[config.mk]
export PLATFORM = sky130hd
export DESIGN_NAME = prio_enc_pipe
export DESIGN_NICKNAME = d
export VERILOG_FILES = /design/src/rtl/prio_enc_pipe.sv
export SDC_FILE = /design/constraint.sdc
export NUM_CORES = 1
export LEC_CHECK = 0
export CORE_AREA = 4 4 41 43
export CTS_CLUSTER_DIAMETER = 80
export CTS_CLUSTER_SIZE = 10
export DETAILED_ROUTE_END_ITERATION = 16
export DIE_AREA = 0 0 45 47
export PLACE_DENSITY_LB_ADDON = 0.05
export RECOVER_POWER = 100
export SLEW_MARGIN = 20
export SYNTH_ARGS = -nofsm -noshare
export SYNTH_HDL_FRONTEND = slang
export SYNTH_SLANG_ARGS = --single-unit
[constraint.sdc]
create_clock -name clk -period 1.98 [get_ports clk]
set_input_delay 0.594 -clock clk [delete_from_list [all_inputs] [get_ports clk]]
set_output_delay 0.594 -clock clk [all_outputs]
set_load 0.1 [all_outputs]
[src/rtl/prio_enc_pipe.sv]
// Registered N-input priority encoder with a valid/ready handshake on both sides.
// The winner is either the highest set index (fixed) or found by a round-robin search from a rotating pointer.
module prio_enc_pipe #(
  parameter int N       = 8,
  parameter int RR_MODE = 0,
  localparam int W      = $clog2(N)
) (
  input  logic         clk,
  input  logic         rst,
  input  logic [N-1:0] in_req,
  input  logic         in_valid,
  output logic         in_ready,
  output logic [W-1:0] out_index,
  output logic         out_none,
  output logic         out_multi,
  output logic         out_valid,
  input  logic         out_ready
);

  logic [W-1:0] ptr;
  logic [W-1:0] shamt;
  logic [N-1:0] rot;
  logic [W-1:0] rot_index;
  logic [W-1:0] enc_index;
  logic         enc_none;
  logic         enc_multi;
  logic         capture;

  function automatic logic [W-1:0] highest_set(input logic [N-1:0] v);
    logic [W-1:0] idx;
    idx = '0;
    for (int i = 0; i < N; i++) begin
      if (v[i]) idx = W'(i);
    end
    return idx;
  endfunction

  assign in_ready = !out_valid || out_ready;
  assign capture  = in_valid && in_ready;

  // Rotate so that request[ptr] lands in the top bit; a plain highest-set search then
  // walks ptr, ptr-1, ... with wraparound, and adding shamt back undoes the rotation.
  always_comb begin
    shamt = ptr + W'(1);
    rot   = '0;
    for (int i = 0; i < N; i++) begin
      rot[i] = in_req[W'(i) + shamt];
    end
    rot_index = highest_set(rot);
    if (RR_MODE != 0) begin
      enc_index = rot_index + shamt;
    end else begin
      enc_index = highest_set(in_req);
    end
    enc_none  = ~|in_req;
    enc_multi = |(in_req & (in_req - N'(1)));
  end

  always_ff @(posedge clk) begin
    if (rst) begin
      out_valid <= 1'b0;
      out_index <= '0;
      out_none  <= 1'b0;
      out_multi <= 1'b0;
      ptr       <= '1;
    end else if (capture) begin
      out_valid <= 1'b1;
      out_index <= enc_none ? '0 : enc_index;
      out_none  <= enc_none;
      out_multi <= enc_multi;
      // The winner drops to lowest priority; empty captures leave the pointer alone.
      if (!enc_none) ptr <= enc_index - W'(1);
    end else if (out_ready) begin
      out_valid <= 1'b0;
    end
  end

endmodule
==> flow_metrics.env, run 1 <==
export IMPL_insertion_delay_ps=230
export IMPL_hold_depth=2
export IMPL_end_kind="register"
export IMPL_dp_hpwl_um=837
export IMPL_clk_path_buf_depth=2
export IMPL_hold_class="register to register"
export IMPL_io_pins=19
export IMPL_synthesis_area_um2=354
export IMPL_routed_via_density=5.01
export IMPL_ir_drop_v=0.000216
export IMPL_yosys_top_cells_area="dfxtp_1, a21oi_1, a211oi_1"
export IMPL_syn_to_final_growth_pct=71.7
export IMPL_yosysTopAreaCellShare=0.339
export IMPL_clk_pin_slew_ps=40
export IMPL_yosys_cell_types_count=23
export IMPL_finalHoldViolCount=0
export IMPL_grt_overflow=0
export IMPL_max_cap_violations=0
export IMPL_routed_wl_um=1080
export IMPL_max_stage_delay_ps=540
export IMPL_grt_usage=0.107
export IMPL_io_buffer_count=18
export IMPL_antenna_left=0
export IMPL_worst_path_max_fanout=3
export IMPL_drc=0
export IMPL_syn_avg_cell_area_um2=7.53
export IMPL_fin_crit_sh=0.959
export IMPL_cts_root_buf="clkbuf_4"
export IMPL_rr_startpoint="out_valid"
export IMPL_cp_data_required_time_ps=2090
export IMPL_syn_inst=47
export IMPL_worst_r2r_setup_slack_ps=890
export IMPL_fin_setup_tns_ps=0
export IMPL_routed_via_count=436
export IMPL_cp_start_kind="input pin"
export IMPL_nFillCells=145
export IMPL_dieArea_um2=2120
export IMPL_cts_buffers=3
export IMPL_die_y_um=47
export IMPL_setup_viol=0
export IMPL_grt_max_degree=9
export IMPL_die_width_um=45
export IMPL_worstSetupPathType="input pin to register"
export IMPL_p_leak_uw=0.000277
export IMPL_fp_coreArea_um2=1300
export IMPL_path_cells="dlygate4sd2_1 > or4_4 > or3_1 > a21oi_2 > o221ai_2"
export IMPL_holdBufCountCts=0
export IMPL_slew_violations=0
export IMPL_layout_drive_gt1_share=0.306
export IMPL_synth_top_area_cell="dfxtp_1"
export IMPL_drtIter0Drc=6
export IMPL_cp_data_arrival_time_ps=2010
export IMPL_yosysWarnings=0
export IMPL_gp_congestion=0.766
export IMPL_timing_rr_end="out_multi"
export IMPL_post_route_min_period_ps=1900
export IMPL_worst_pin_slew_ps=545
export IMPL_slowest_stage="or4_4"
export IMPL_fmax_mhz=527
export IMPL_maxSlewHeadroom=0.639
export IMPL_rsz0062_at_grt="false"
export IMPL_status="complete, no violations"
export IMPL_reg2regPathDepth=4
export IMPL_wl_per_cell_um=12.4
export IMPL_holdPathEnd="out_none"
export IMPL_cts_tree="yes"
export IMPL_grt_pass1_vias=390
export IMPL_power_density_nw_per_um2=663
export IMPL_synth_seq_cells=6
export IMPL_clock_sinks=6
export IMPL_yosysSeqAreaShare=0.339
export IMPL_worst_clock_skew_ps=1.51
export IMPL_htreeDepth=1
export IMPL_first_pass_iters=4
export IMPL_antenna_found_initial=0
export IMPL_syn_nets=59
export IMPL_antenna_cells_inserted=0
export IMPL_whs_ps=454
export IMPL_rows=13
export IMPL_initial_core_util=0.272
export IMPL_grt_pass1_wl_um=1630
export IMPL_min_from="out_none"
export IMPL_final_nets=86
stage by stage:
step / utilization / cell area [µm²] / worst slack [ps] / total power, µW / cells
final: 0.467 / 608 / 80.8 / 403 / 87
after global routing: 0.467 / 608 / 47.8 / 429 / 87
after global placement: 0.517 / 673 / -282 / 335 / 84
after detailed placement: 0.517 / 673 / -303 / 337 / 84
after floorplan: - / 363 / 180 / 245 / 47
after CTS: 0.533 / 693 / 1.53 / 446 / 87
sequential cells by signal (all words and copies together), names as in the netlist:
signal     count
out_none       1
out_multi      1
out_valid      1
out_index      3
power breakdown:
group | leakage (µW) | total, µW | internal (µW) | switching [µW]
clock network | 0.0000138 | 106 | 68.2 | 38.2
logic | 0.000214 | 161 | 48.7 | 113
registers | 0.0000501 | 136 | 131 | 5.01
final cells by class:
cell class              instances  area [µm²]  area share
clock buffers                   3        22.5      0.0370
inverters                       2        7.51      0.0123
multi-input cells              36         233       0.383
flip-flops and latches          6         121       0.200
well taps                      15        18.8      0.0309
repair buffers                 25         205       0.337
timing repair:
action | 4_1_cts | 5_1_grt
setup endpoints to repair | 1 | 2
buffers inserted | 0 | 0
pin swaps | 3 | 4
resized for setup | 2 | 5
cell usage after synthesis (all sizes together):
master and instances:
o31ai 1, dfxtp 6, nand4 1, or4 1, a211o 1, or2b 1
nor2 6, a21boi 1, a21oi 5, and2 1, o21ai 2, o21bai 1
nand2 2, nor3 2, a2111oi 1, o221ai 1, or3 1, nor4 2
inv 2, clkbuf 3, a211oi 3, nand2b 2, a31oi 1
layout by cell type, fill, tap and decap left out, types with 2 or more instances in the layout:
cell type	Yosys	routed
nor2_1	6	6
clkdlybuf4s50_1	0	4
clkbuf_4	0	5
clkbuf_2	0	6
a211oi_1	3	3
dlymetal6s2s_1	0	3
inv_1	2	2
buf_4	0	6
nand2_1	2	2
dlygate4sd3_1	0	2
nor3_1	2	2
nor4_1	2	2
a21oi_1	5	4
dfxtp_1	6	5
o21ai_0	2	2
dlygate4sd2_1	0	2
metal layers:
layer  share of wire  wire, µm  vias to the layer above  GRT usage
met4               0         0                        0     0.0351
li1                -         -                      226          -
met1            0.39       420                      192      0.119
met2            0.49       533                       18      0.186
met3            0.12       124                        0     0.0421
met5               0         0                        -          0
worst max-delay path: cells and delay by family:
family	cells	cell delay, ps
compound gates	2	260
buf+inv	1	240
simple gates	2	910
worst max path at each step:
stage,start,end,slack [ps],cells after the start
after CTS,out_ready,in_ready,2,3
after floorplan,in_req[1],out_multi,180,4
after global routing,in_req[2],out_multi,50,5
after detailed placement,in_req[1],out_multi,-300,5
after global placement,in_req[1],out_multi,-280,5
final,in_req[2],out_multi,80,5
cell families after synthesis:
group,Yosys count,synth area share
and+or+nand+nor,19,0.290
DFF,6,0.339
buffers and inverters,5,0.0530
AOI/OAI and AO/OA,17,0.318
No activity file was read; power rests on OpenSTA's default activity.
==> run 2: changes to the inputs <==
ABC_AREA = 1   (was not set)
==> run 2 against run 1 <==
  * Fmax fell by 1.9%
  * First-iteration DRC count did not move
  * Critical path type is now input pin to output pin
  * Largest power group unchanged
  * Global-route usage rose by 0.16 points
  * Clock-buffer cell count did not move
==> flow_metrics.env, run 2 <==
export IMPL_status="complete, no violations"
export IMPL_syn_inst=58
export IMPL_routed_wl_um=955
export IMPL_first_pass_iters=4
export IMPL_dp_hpwl_um=762
export IMPL_antenna_found_initial=0
export IMPL_syn_avg_cell_area_um2=6.08
export IMPL_die_width_um=45
export IMPL_yosys_most_used_dff="dfxtp_1"
export IMPL_layout_drive_gt1_share=0.222
export IMPL_layout_common_cells="nand2_1, clkdlybuf4s50_1, a21oi_1, inv_1, clkbuf_2"
export IMPL_worst_pin_slew_ps=542
export IMPL_setup_worst_path_start="out_ready"
export IMPL_power_density_nw_per_um2=718
export IMPL_rr_startpoint="out_valid"
export IMPL_clock_sinks=6
export IMPL_grt_pass1_vias=393
export IMPL_cts_buffers=3
export IMPL_cts_setup_buffers=0
export IMPL_async_flop_share=0
export IMPL_yosysSeqAreaShare=0.340
export IMPL_insertion_delay_ps=250
export IMPL_yosys_cell_types_count=13
export IMPL_dr_wl_met2_um=425
export IMPL_max_cap_violations=0
export IMPL_clk_pin_slew_ps=50
export IMPL_fmax_mhz=516
export IMPL_yosysWarnings=0
export IMPL_end_kind="output pin"
export IMPL_met3_length_um=54
export IMPL_synth_compound_area_frac=0.184
export IMPL_syn_nets=70
export IMPL_fp_coreArea_um2=1300
export IMPL_synth_common_cells="nand2_1, a21oi_1, inv_1"
export IMPL_synth_simple_gate_area_frac=0.369
export IMPL_dieArea_um2=2120
export IMPL_slew_violations=0
export IMPL_top_register="out_index"
export IMPL_post_cts_resized=0
export IMPL_nFillCells=138
export IMPL_timing_rr_end="out_multi"
export IMPL_worst_clock_skew_ps=0.0981
export IMPL_maxSlewHeadroom=0.640
export IMPL_fin_setup_tns_ps=0
export IMPL_fin_crit_sh=0.978
export IMPL_post_route_min_period_ps=1940
export IMPL_synth_seq_cells=6
export IMPL_p_leak_uw=0.000281
export IMPL_ir_drop_v=0.000288
export IMPL_holdBufCountCts=0
export IMPL_grt_pass1_wl_um=1590
export IMPL_antenna_left=0
export IMPL_die_y_um=47
export IMPL_drtIter0Drc=6
export IMPL_largest_reg_flops=3
export IMPL_grt_max_degree=8
export IMPL_cp_start_kind="input pin"
export IMPL_rows=13
export IMPL_synth_xor_area_share=0
export IMPL_wl_met1_um=443
export IMPL_grt_overflow=0
export IMPL_min_from="out_index[0]"
export IMPL_worstSetupPathType="input pin to output pin"
export IMPL_htreeDepth=1
export IMPL_setup_viol=0
export IMPL_fin_util=0.436
export IMPL_hold_class="register to register"
export IMPL_final_nets=95
export IMPL_yosys_top_cells_area="dfxtp_1, nand2_1, a21oi_1"
export IMPL_top_layer_used="met4"
export IMPL_synth_edff_count=0
export IMPL_worst_r2r_setup_slack_ps=900
export IMPL_io_pins=19
export IMPL_reg2regPathDepth=8
export IMPL_seq_area_um2=121
export IMPL_layout_commonest_cell="nand2_1"
export IMPL_clk_path_buf_depth=2
export IMPL_drc=0
export IMPL_cts_root_buf="clkbuf_4"
export IMPL_synth_top_area_cell="dfxtp_1"
export IMPL_design_power_total_uw=407
export IMPL_wl_per_cell_um=9.95
export IMPL_cts_tree="yes"
export IMPL_gp_congestion=0.768
export IMPL_initial_core_util=0.271
export IMPL_cp_data_arrival_time_ps=1340
export IMPL_worst_path_max_fanout=3
export IMPL_routed_via_count=422
export IMPL_grt_usage=0.108
export IMPL_finalHoldViolCount=0
export IMPL_io_buffer_count=18
export IMPL_critPathCapture="in_ready"
export IMPL_antenna_cells_inserted=0
export IMPL_synthAdderAreaFrac=0
export IMPL_rsz0062_at_grt="false"
export IMPL_yosysTopAreaCellShare=0.340
export IMPL_synth_most_common_cell="nand2_1"
export IMPL_multiInputGateArea_um2=195
export IMPL_syn_to_final_growth_pct=60.6
export IMPL_cp_data_required_time_ps=1390
export IMPL_synthesis_area_um2=353
export IMPL_synth_top_family_by_area="simple AND/OR/NAND/NOR gates"
export IMPL_synth_mux_area_fraction=0
export IMPL_routed_via_density=4.40
-- run 2: cell count changes in the layout (fill, tap and decap cells not counted), sizes merged, moves of 3 or more --
cell | before | now
nand2 | 2 | 19
inv | 2 | 10
clkdlybuf4s50 | 4 | 10
buf | 6 | 2
o21ai | 2 | 6
a211oi | 3 | 0
dlymetal6s2s | 3 | 0
-- run 2: worst max-delay path, cell delays in order --
cell and delay (ps):
clkdlybuf4s50_1 470, inv_2 40, nand2_4 60, buf_12 170
-- run 2: stage by stage --
stage / setup WS [ps] / instances / hold slack, ps / instance area, µm²
CTS: 15.7 / 96 / 514 / 661
floorplan: 210 / 58 / 656 / 354
finish: 43.7 / 96 / 473 / 567
global placement: 24.9 / 93 / 498 / 638
detailed placement: 17.1 / 93 / 506 / 638
global route: 2.35 / 96 / 526 / 567
-- run 2: report_power, final --
group | switching [µW] | internal, µW | leakage (µW)
registers | 5.09 | 131 | 0.0000502
logic | 111 | 43.1 | 0.000217
clock network | 48.5 | 68.9 | 0.0000138
-- run 2: how the worst min path moves through the flow --
stage                   end  slack (ps)  cells after the start
2_1_floorplan     out_valid         660                      1
3_3_place_gp   out_index[0]         500                      2
3_5_place_dp   out_index[0]         510                      2
4_1_cts        out_index[0]         510                      2
5_1_grt           out_valid         530                      2
6_report       out_index[0]         470                      2
-- run 2: cell type report --
type,instances,area share
Timing Repair Buffer,20,0.302
Tap cell,15,0.0331
Multi-Input combinational cell,42,0.344
Sequential cell,6,0.214
Inverter,10,0.0662
Clock buffer,3,0.0397
-- run 2: layer usage --
| layer | GRT usage | vias up |
|---|---|---|
| li1 | - | 226 |
| met1 | 0.126 | 181 |
| met2 | 0.169 | 9 |
| met3 | 0.0268 | 6 |
| met4 | 0.0877 | 0 |
| met5 | 0 | - |
-- run 2: cell families (layout without fill, tap and decap cells) --
kind of cell           count (synthesis)  in the layout
and+or+nand+nor                       29             29
AOI/OAI and AO/OA                     13             13
buffers and inverters                 10             33
DFF                                    6              6
